===== src/rtl/arith_pkg.sv =====
// Shared arithmetic-unit definitions: FSM state encodings and default operand
// width, common to the sequential multiplier and divider.
package arith_pkg;

  localparam int ARITH_WIDTH = 8;

  typedef enum logic [1:0] {
    ST_IDLE   = 2'd0,
    ST_CALC   = 2'd1,
    ST_FINISH = 2'd2
  } arith_state_e;

endpackage


===== src/rtl/seq_multiplier.sv =====
// Sequential shift-add unsigned multiplier. One partial-product step per clock,
// fixed latency, start/done handshake shared with the sequential divider.
module seq_multiplier
  import arith_pkg::*;
#(
  parameter int WIDTH = ARITH_WIDTH
) (
  input  logic               clk,
  input  logic               rst_n,
  input  logic               start,
  input  logic [WIDTH-1:0]   multiplicand,
  input  logic [WIDTH-1:0]   multiplier,
  output logic [2*WIDTH-1:0] product,
  output logic               busy,
  output logic               done
);

  localparam int CNT_W = $clog2(WIDTH) + 1;
  localparam logic [CNT_W-1:0] LAST_STEP = CNT_W'(WIDTH - 1);

  arith_state_e       state_q, state_d;
  logic [2*WIDTH-1:0] acc_a_q;    // shifted multiplicand
  logic [WIDTH-1:0]   shreg_b_q;  // multiplier, LSB consumed each step
  logic [2*WIDTH-1:0] accum_q;    // running partial-product sum
  logic [CNT_W-1:0]   count_q;
  logic [2*WIDTH-1:0] product_q;
  logic               done_q;

  // State register
  always_ff @(posedge clk) begin
    if (!rst_n) state_q <= ST_IDLE;
    else        state_q <= state_d;
  end

  // Next-state logic; start is only looked at in IDLE, so it is ignored while busy
  always_comb begin
    state_d = state_q;
    unique case (state_q)
      ST_IDLE:   if (start) state_d = ST_CALC;
      ST_CALC:   if (count_q == LAST_STEP) state_d = ST_FINISH;
      ST_FINISH: state_d = ST_IDLE;
      default:   state_d = ST_IDLE;
    endcase
  end

  // Datapath: latch operands on accept, shift-add during CALC, publish in FINISH
  always_ff @(posedge clk) begin
    if (!rst_n) begin
      acc_a_q   <= '0;
      shreg_b_q <= '0;
      accum_q   <= '0;
      count_q   <= '0;
      product_q <= '0;
      done_q    <= 1'b0;
    end else begin
      done_q <= 1'b0;
      unique case (state_q)
        ST_IDLE: begin
          if (start) begin
            acc_a_q   <= {{WIDTH{1'b0}}, multiplicand};
            shreg_b_q <= multiplier;
            accum_q   <= '0;
            count_q   <= '0;
          end
        end
        ST_CALC: begin
          // No early exit when shreg_b empties: latency stays fixed
          if (shreg_b_q[0]) accum_q <= accum_q + acc_a_q;
          acc_a_q   <= acc_a_q << 1;
          shreg_b_q <= shreg_b_q >> 1;
          count_q   <= count_q + CNT_W'(1);
        end
        ST_FINISH: begin
          product_q <= accum_q;
          done_q    <= 1'b1;
        end
        default: ;
      endcase
    end
  end

  assign product = product_q;
  assign done    = done_q;
  assign busy    = (state_q != ST_IDLE);

endmodule


===== config.mk =====
export PLATFORM = sky130hd
export DESIGN_NAME = seq_multiplier
export DESIGN_NICKNAME = d
export VERILOG_FILES = /design/src/rtl/arith_pkg.sv /design/src/rtl/seq_multiplier.sv
export SDC_FILE = /design/constraint.sdc
export NUM_CORES = 1
export LEC_CHECK = 0
export ABC_CLOCK_PERIOD_IN_PS = 2650
export BUFFER_PORTS_ARGS = -buffer_cell sky130_fd_sc_hd__buf_2
export CAP_MARGIN = 25
export CORE_MARGIN = 1.5
export CORE_UTILIZATION = 40
export CTS_BUF_LIST = sky130_fd_sc_hd__clkbuf_8 sky130_fd_sc_hd__clkbuf_16
export DETAILED_ROUTE_END_ITERATION = 12
export GPL_TIMING_DRIVEN = 0
export RECOVER_POWER = 100
export REMOVE_ABC_BUFFERS = 1
export SLEW_MARGIN = 10
export SYNTH_ARGS = -nofsm -noshare
export SYNTH_HDL_FRONTEND = slang
export SYNTH_SLANG_ARGS = --single-unit

===== constraint.sdc =====
create_clock -name clk -period 2.65 [get_ports clk]
set_input_delay 0.265 -clock clk [delete_from_list [all_inputs] [get_ports clk]]
set_output_delay 0.265 -clock clk [all_outputs]
set_load 0.005 [all_outputs]

==> impl_metrics.py, run 1 <==
metrics = {
    "clock_tree": {
        "clkTransAtPathRegs_ns": 0.07,
        "hold_buffers": 0,
        "cts_made_buffers": 9,
        "clk_latency_ns": 0.34,
        "ctsHtreeMaxLevel": 3,
        "root_buffer": "clkbuf_8",
        "post-cts-setup-buffer-count": 0,
        "cts_sinks": 63,
        "cts_max_path_buffers": 2,
        "cts_resized": 0,
        "cts_tree": "yes",
    },
    "synth": {
        "syn_area_mm2": 0.00316,
        "synth_edf_count": 0,
        "netlist_instances": 377,
        "synth.avg_cell_area_um2": 8.38,
        "yosysTopAreaCell": "dfxtp_1",
        "synth_ff_type": "dfxtp_1",
        "synthDominantCellAreaShare": 0.399,
        "synth.most_common_cell": "nand2_1",
        "ys_types": 43,
        "netlist_top_cells_count": "nand2_1 (66), dfxtp_1 (63), a21boi_0 (33)",
        "synth_seq_cells": 63,
        "synthTopCellsByArea": "dfxtp_1 (40%), a21boi_0 (7.8%), nand2_1 (7.8%)",
        "yosysWarnings": 0,
        "synthArstFlopShare": 0,
        "ys_seq_area_frac": 0.399,
    },
    "timing": {
        "hold_slack_ns": 0.168,
        "fin_tns_setup_ns": 0,
        "period_share": 0.949,
        "fin_ws_ns": 0.136,
        "report.final.setup_viol": 0,
        "finClkSkew_ns": 0.00816,
        "final-max-slew-violation-count": 0,
        "grt_setup_unrepaired": "no",
        "relSlewSlack": 0.110,
        "period_minus_slack_ns": 2.51,
        "max_slew.worst_pin.slew_ns": 1.33,
        "max_freq_ghz": 0.398,
        "hold_viol": 0,
    },
    "global_routing": {
        "grt_pass1_vias": 2653,
        "grt_max_degree": 59,
        "use_met2": 0.301,
        "track_usage": 0.183,
        "grt_pass1_wl_um": 12300,
        "busiest_layer": "met2",
        "grtUsageMet1": 0.234,
        "globalRouteMet3Util": 0.0348,
        "grt-ovfl-total": 0,
        "antenna_found_initial": 0,
    },
    "final_layout": {
        "drive_gt1_frac": 0.121,
        "nets": 438,
        "antenna_cells": 0,
        "multi_input_area_mm2": 0.00178,
        "area_delta_synth_final_pct": 12.9,
        "seqCellArea_mm2": 0.00126,
        "fillers": 799,
    },
    "worst_hold_path": {
        "hold_class": "input pin to register",
        "hold_start": "multiplier[7]",
        "hold_depth": 3,
        "holdPathEnd": "shreg_b_q[7]",
    },
    "worst_setup_path": {
        "cp-start-kind": "register",
        "cp.required_ns": 2.88,
        "worstPathArrival_ns": 2.74,
        "reg2reg_slack_ns": 0.14,
        "crit_family": "compound AO/OA/AOI/OAI gates",
        "cp-end-kind": "register",
        "critical-path-max-stage-delay_ns": 0.40,
        "cp_max_fo": 6,
        "cp_num_buf_inv": 1,
        "timing.rr.start": "acc_a_q[0]",
        "worstPathCellList": "ha_1 > inv_1 > fa_1 > nor2b_1 > o2111ai_1 > a211oi_1 > o21ai_0 > a32o_1",
        "r2r_end": "accum_q[14]",
        "critical_path_class": "register to register",
        "reg2regPathDepth": 8,
        "slowest_stage": "a211oi_1",
    },
    "routing": {
        "drt_iter0_drc": 143,
        "route.detailed.drc": 0,
        "wire_per_inst_um": 14.2,
        "num_vias": 2758,
        "wl_um": 7200,
        "ant_nets": 0,
        "drt_pass1_iterations": 4,
        "routed_via_density": 5.43,
    },
    "power_and_ir_drop": {
        "combPwrFrac": 0.083,
        "vdd_ir_drop_max_v": 0.000295,
        "switching_share": 0.250,
        "seqPwrFrac": 0.493,
        "p_leak_nw": 1.39,
        "p_int_mw": 1.51,
        "p_clk_frac": 0.424,
        "power.net_switching_mw": 0.504,
        "power_density_mw_per_mm2": 565,
    },
    "floorplan": {
        "coreArea_mm2": 0.00769,
        "die_w_um": 91.9,
        "start_util": 0.411,
        "row_count": 32,
        "dieArea_mm2": 0.00844,
        "die_h_um": 91.9,
        "io_pins": 37,
    },
    "flow_run": {
        "maxCapViolCount": 0,
    },
    "place": {
        "gp_congestion": 0.833,
        "hpwl_um": 4790,
        "portBuffers": 36,
        "dp_slack_ns": 0.227,
    },
    "outcome": {
        "status": "complete, no violations",
    },
}
==> tightest hold or removal path: stages <==
cell	delay [ns]
buf_2	0.09
nand2_1	0.04
a21boi_0	0.06
==> flip-flops by register name, summed over array words and instances, names as in the netlist <==
name / flops
acc_a_q: 16
accum_q: 16
count_q: 4
done: 1
product: 16
shreg_b_q: 8
state_q: 2
==> power groups by stage <==
| stage | Combinational (mW) | Clock, mW | Sequential [mW] |
|---|---|---|---|
| 2_1_floorplan | 0.109 | 0 | 1.01 |
| 3_3_place_gp | 0.162 | 0 | 1.01 |
| 3_5_place_dp | 0.169 | 0 | 1.02 |
| 4_1_cts | 0.170 | 0.875 | 0.994 |
| 5_1_grt | 0.189 | 0.921 | 0.996 |
| 6_report | 0.166 | 0.854 | 0.994 |
==> kinds of logic (layout without fill, tap and decap cells) <==
group / count (synthesis) / in the layout / share of synthesized area
DFF: 63 / 63 / 0.399
and+or+nand+nor: 148 / 148 / 0.216
xor gates and xnor gates: 5 / 5 / 0.0139
adders and majority gates: 17 / 17 / 0.0697
AOI/OAI and AO/OA: 116 / 116 / 0.265
buffers and inverters: 28 / 57 / 0.0357
==> how the worst max path moves through the flow <==
stage	start	to	slack, ns	depth (start not counted)
detailed placement	acc_a_q[0]	accum_q[14]	0.23	8
finish	acc_a_q[0]	accum_q[14]	0.14	8
global placement	start	accum_q[12]	0.07	5
global route	acc_a_q[0]	accum_q[14]	0.05	8
CTS	acc_a_q[0]	accum_q[14]	0.18	8
floorplan	acc_a_q[7]	accum_q[14]	0.41	6
==> cell usage in the layout, fill, tap and decap left out, types with 4 or more instances in the layout <==
cell and n:
nor2b_1 12, o21a_1 4, a21boi_0 33, a32o_1 5, nor2_1 25, o221ai_1 8, and2_1 6, buf_2 30
o21ai_0 14, clkbuf_8 11, nand2_1 66, a21o_1 6, a21oi_1 17, nand3_1 18, ha_1 16, clkbuf_1 8
inv_1 4, dfxtp_1 63, a22oi_1 9, or3_1 4
==> layout make-up <==
type | instances | share of cell area
inverters | 4 | 0.00421
flip-flops and latches | 63 | 0.354
clock inverters | 4 | 0.0126
well taps | 102 | 0.0358
repair buffers | 38 | 0.0505
clock buffers | 11 | 0.0425
multi-input cells | 286 | 0.501
==> metal layers <==
| metal | share of wire | vias up | wire length [um] |
|---|---|---|---|
| met5 | 0 | - | 0 |
| met4 | 0.017 | 0 | 125 |
| met3 | 0.049 | 11 | 352 |
| met2 | 0.44 | 60 | 3140 |
| met1 | 0.50 | 1283 | 3590 |
| li1 | - | 1404 | - |
==> stage by stage <==
stage / power [mW] / utilization / cells / cell area (um2)
finish: 2.01 / 0.464 / 508 / 3560
global route: 2.11 / 0.464 / 508 / 3560
CTS: 2.04 / 0.466 / 508 / 3580
detailed placement: 1.18 / 0.441 / 493 / 3390
global placement: 1.18 / 0.438 / 491 / 3370
floorplan: 1.12 / - / 353 / 3060
No activity file was read; power rests on OpenSTA's default activity.
==> inputs of run 2 (changes only) <==
- PLACE_DENSITY: unset -> 0.57
==> impl_metrics.py, run 2 (synthesized netlist as in run 1, its figures left out) <==
metrics = {
    "routing": {
        "num_vias": 2731,
        "drt_pass1_iterations": 6,
        "drt_iter0_drc": 75,
        "routed_via_density": 5.38,
        "route.detailed.drc": 0,
        "wire_per_inst_um": 14.2,
        "wl_um": 7200,
        "ant_nets": 0,
    },
    "worst_setup_path": {
        "cp.required_ns": 2.89,
        "cp-end-kind": "register",
        "cp_max_fo": 9,
        "critical_path_class": "register to register",
        "worstPathArrival_ns": 2.66,
        "cp-start-kind": "register",
    },
    "place": {
        "portBuffers": 36,
        "gp_congestion": 0.879,
        "hpwl_um": 4850,
    },
    "flow_run": {
        "maxCapViolCount": 0,
    },
    "floorplan": {
        "dieArea_mm2": 0.00844,
        "coreArea_mm2": 0.00769,
        "row_count": 32,
        "die_h_um": 91.9,
        "die_w_um": 91.9,
        "start_util": 0.411,
        "io_pins": 37,
    },
    "power_and_ir_drop": {
        "combPwrFrac": 0.079,
        "switching_share": 0.247,
        "vdd_ir_drop_max_v": 0.000348,
        "p_leak_nw": 1.40,
        "p_int_mw": 1.59,
        "seqPwrFrac": 0.469,
        "power_density_mw_per_mm2": 588,
        "p_clk_frac": 0.452,
        "power.net_switching_mw": 0.523,
    },
    "clock_tree": {
        "clk_latency_ns": 0.35,
        "hold_buffers": 0,
        "cts_sinks": 63,
        "clkTransAtPathRegs_ns": 0.08,
        "cts_max_path_buffers": 2,
        "cts_tree": "yes",
        "root_buffer": "clkbuf_8",
        "ctsHtreeMaxLevel": 3,
        "cts_resized": 0,
        "post-cts-setup-buffer-count": 0,
        "cts_made_buffers": 9,
    },
    "timing": {
        "report.final.setup_viol": 0,
        "period_minus_slack_ns": 2.42,
        "max_freq_ghz": 0.414,
        "finClkSkew_ns": 0.0118,
        "fin_tns_setup_ns": 0,
        "period_share": 0.912,
        "final-max-slew-violation-count": 0,
        "relSlewSlack": 0.0899,
        "grt_setup_unrepaired": "no",
        "hold_viol": 0,
        "max_slew.worst_pin.slew_ns": 1.36,
    },
    "global_routing": {
        "grt-ovfl-total": 0,
        "grt_pass1_wl_um": 12300,
        "track_usage": 0.184,
        "antenna_found_initial": 0,
        "grt_max_degree": 59,
        "grt_pass1_vias": 2622,
    },
    "final_layout": {
        "postLayoutCoreUtil": 0.468,
        "fillers": 802,
        "layout_common_cells": "nand2_1 (66), dfxtp_1 (63), a21boi_0 (33)",
        "antenna_cells": 0,
        "nets": 437,
        "drive_gt1_frac": 0.128,
        "final_common_cell": "nand2_1",
        "area_delta_synth_final_pct": 13.9,
    },
    "worst_hold_path": {
        "hold_class": "input pin to register",
    },
    "outcome": {
        "status": "complete, no violations",
    },
}
-- run 2: stage by stage --
| stage | total power [mW] | cells | worst slack [ns] | hold slack (ns) | area [um2] |
|---|---|---|---|---|---|
| after global placement | 1.18 | 491 | 0.0254 | 0.452 | 3370 |
| after detailed placement | 1.18 | 492 | 0.260 | 0.460 | 3380 |
| final | 2.12 | 508 | 0.234 | 0.164 | 3600 |
| after CTS | 2.15 | 508 | 0.230 | 0.142 | 3610 |
| after floorplan | 1.12 | 353 | 0.406 | 0.379 | 3060 |
| after global routing | 2.23 | 508 | 0.0479 | 0.151 | 3600 |
-- run 2: worst max-delay path, stage by stage (launching register included) --
cell,delay [ns]
dfxtp_1,0.34
ha_1,0.40
a21o_1,0.24
a221o_1,0.38
a221o_1,0.35
or3_1,0.35
a32o_1,0.24
-- run 2: power groups by stage --
stage,registers (mW),logic (mW),clock network [mW]
6_report,0.992,0.168,0.957
5_1_grt,0.997,0.192,1.04
4_1_cts,0.993,0.171,0.988
3_5_place_dp,1.01,0.170,0
3_3_place_gp,1.01,0.166,0
2_1_floorplan,1.01,0.109,0
-- run 2: area by class of cell --
cell class,count,area (um2),area share
clock buffers,10,138,0.0382
clock inverters,6,92.6,0.0257
inverters,4,15.0,0.00417
multi-input cells,286,1790,0.497
flip-flops and latches,63,1260,0.350
well taps,102,128,0.0355
repair buffers,37,178,0.0494
-- run 2: final timing paths --
path,start,end,slack [ns],cells past startpoint
max reg2reg,accum_q[7],accum_q[14],0.23,6
min reg2reg,product[12],product[12],0.46,2
max,accum_q[7],accum_q[14],0.23,6
min,multiplicand[0],acc_a_q[0],0.16,3
-- run 2: per-layer routing --
metal	global-route usage	vias to the layer above	wire, um
met3	0.0572	6	264
met4	0.0538	0	61
met1	0.218	1270	3310
met5	0	-	0
met2	0.317	52	3550
li1	-	1403	-
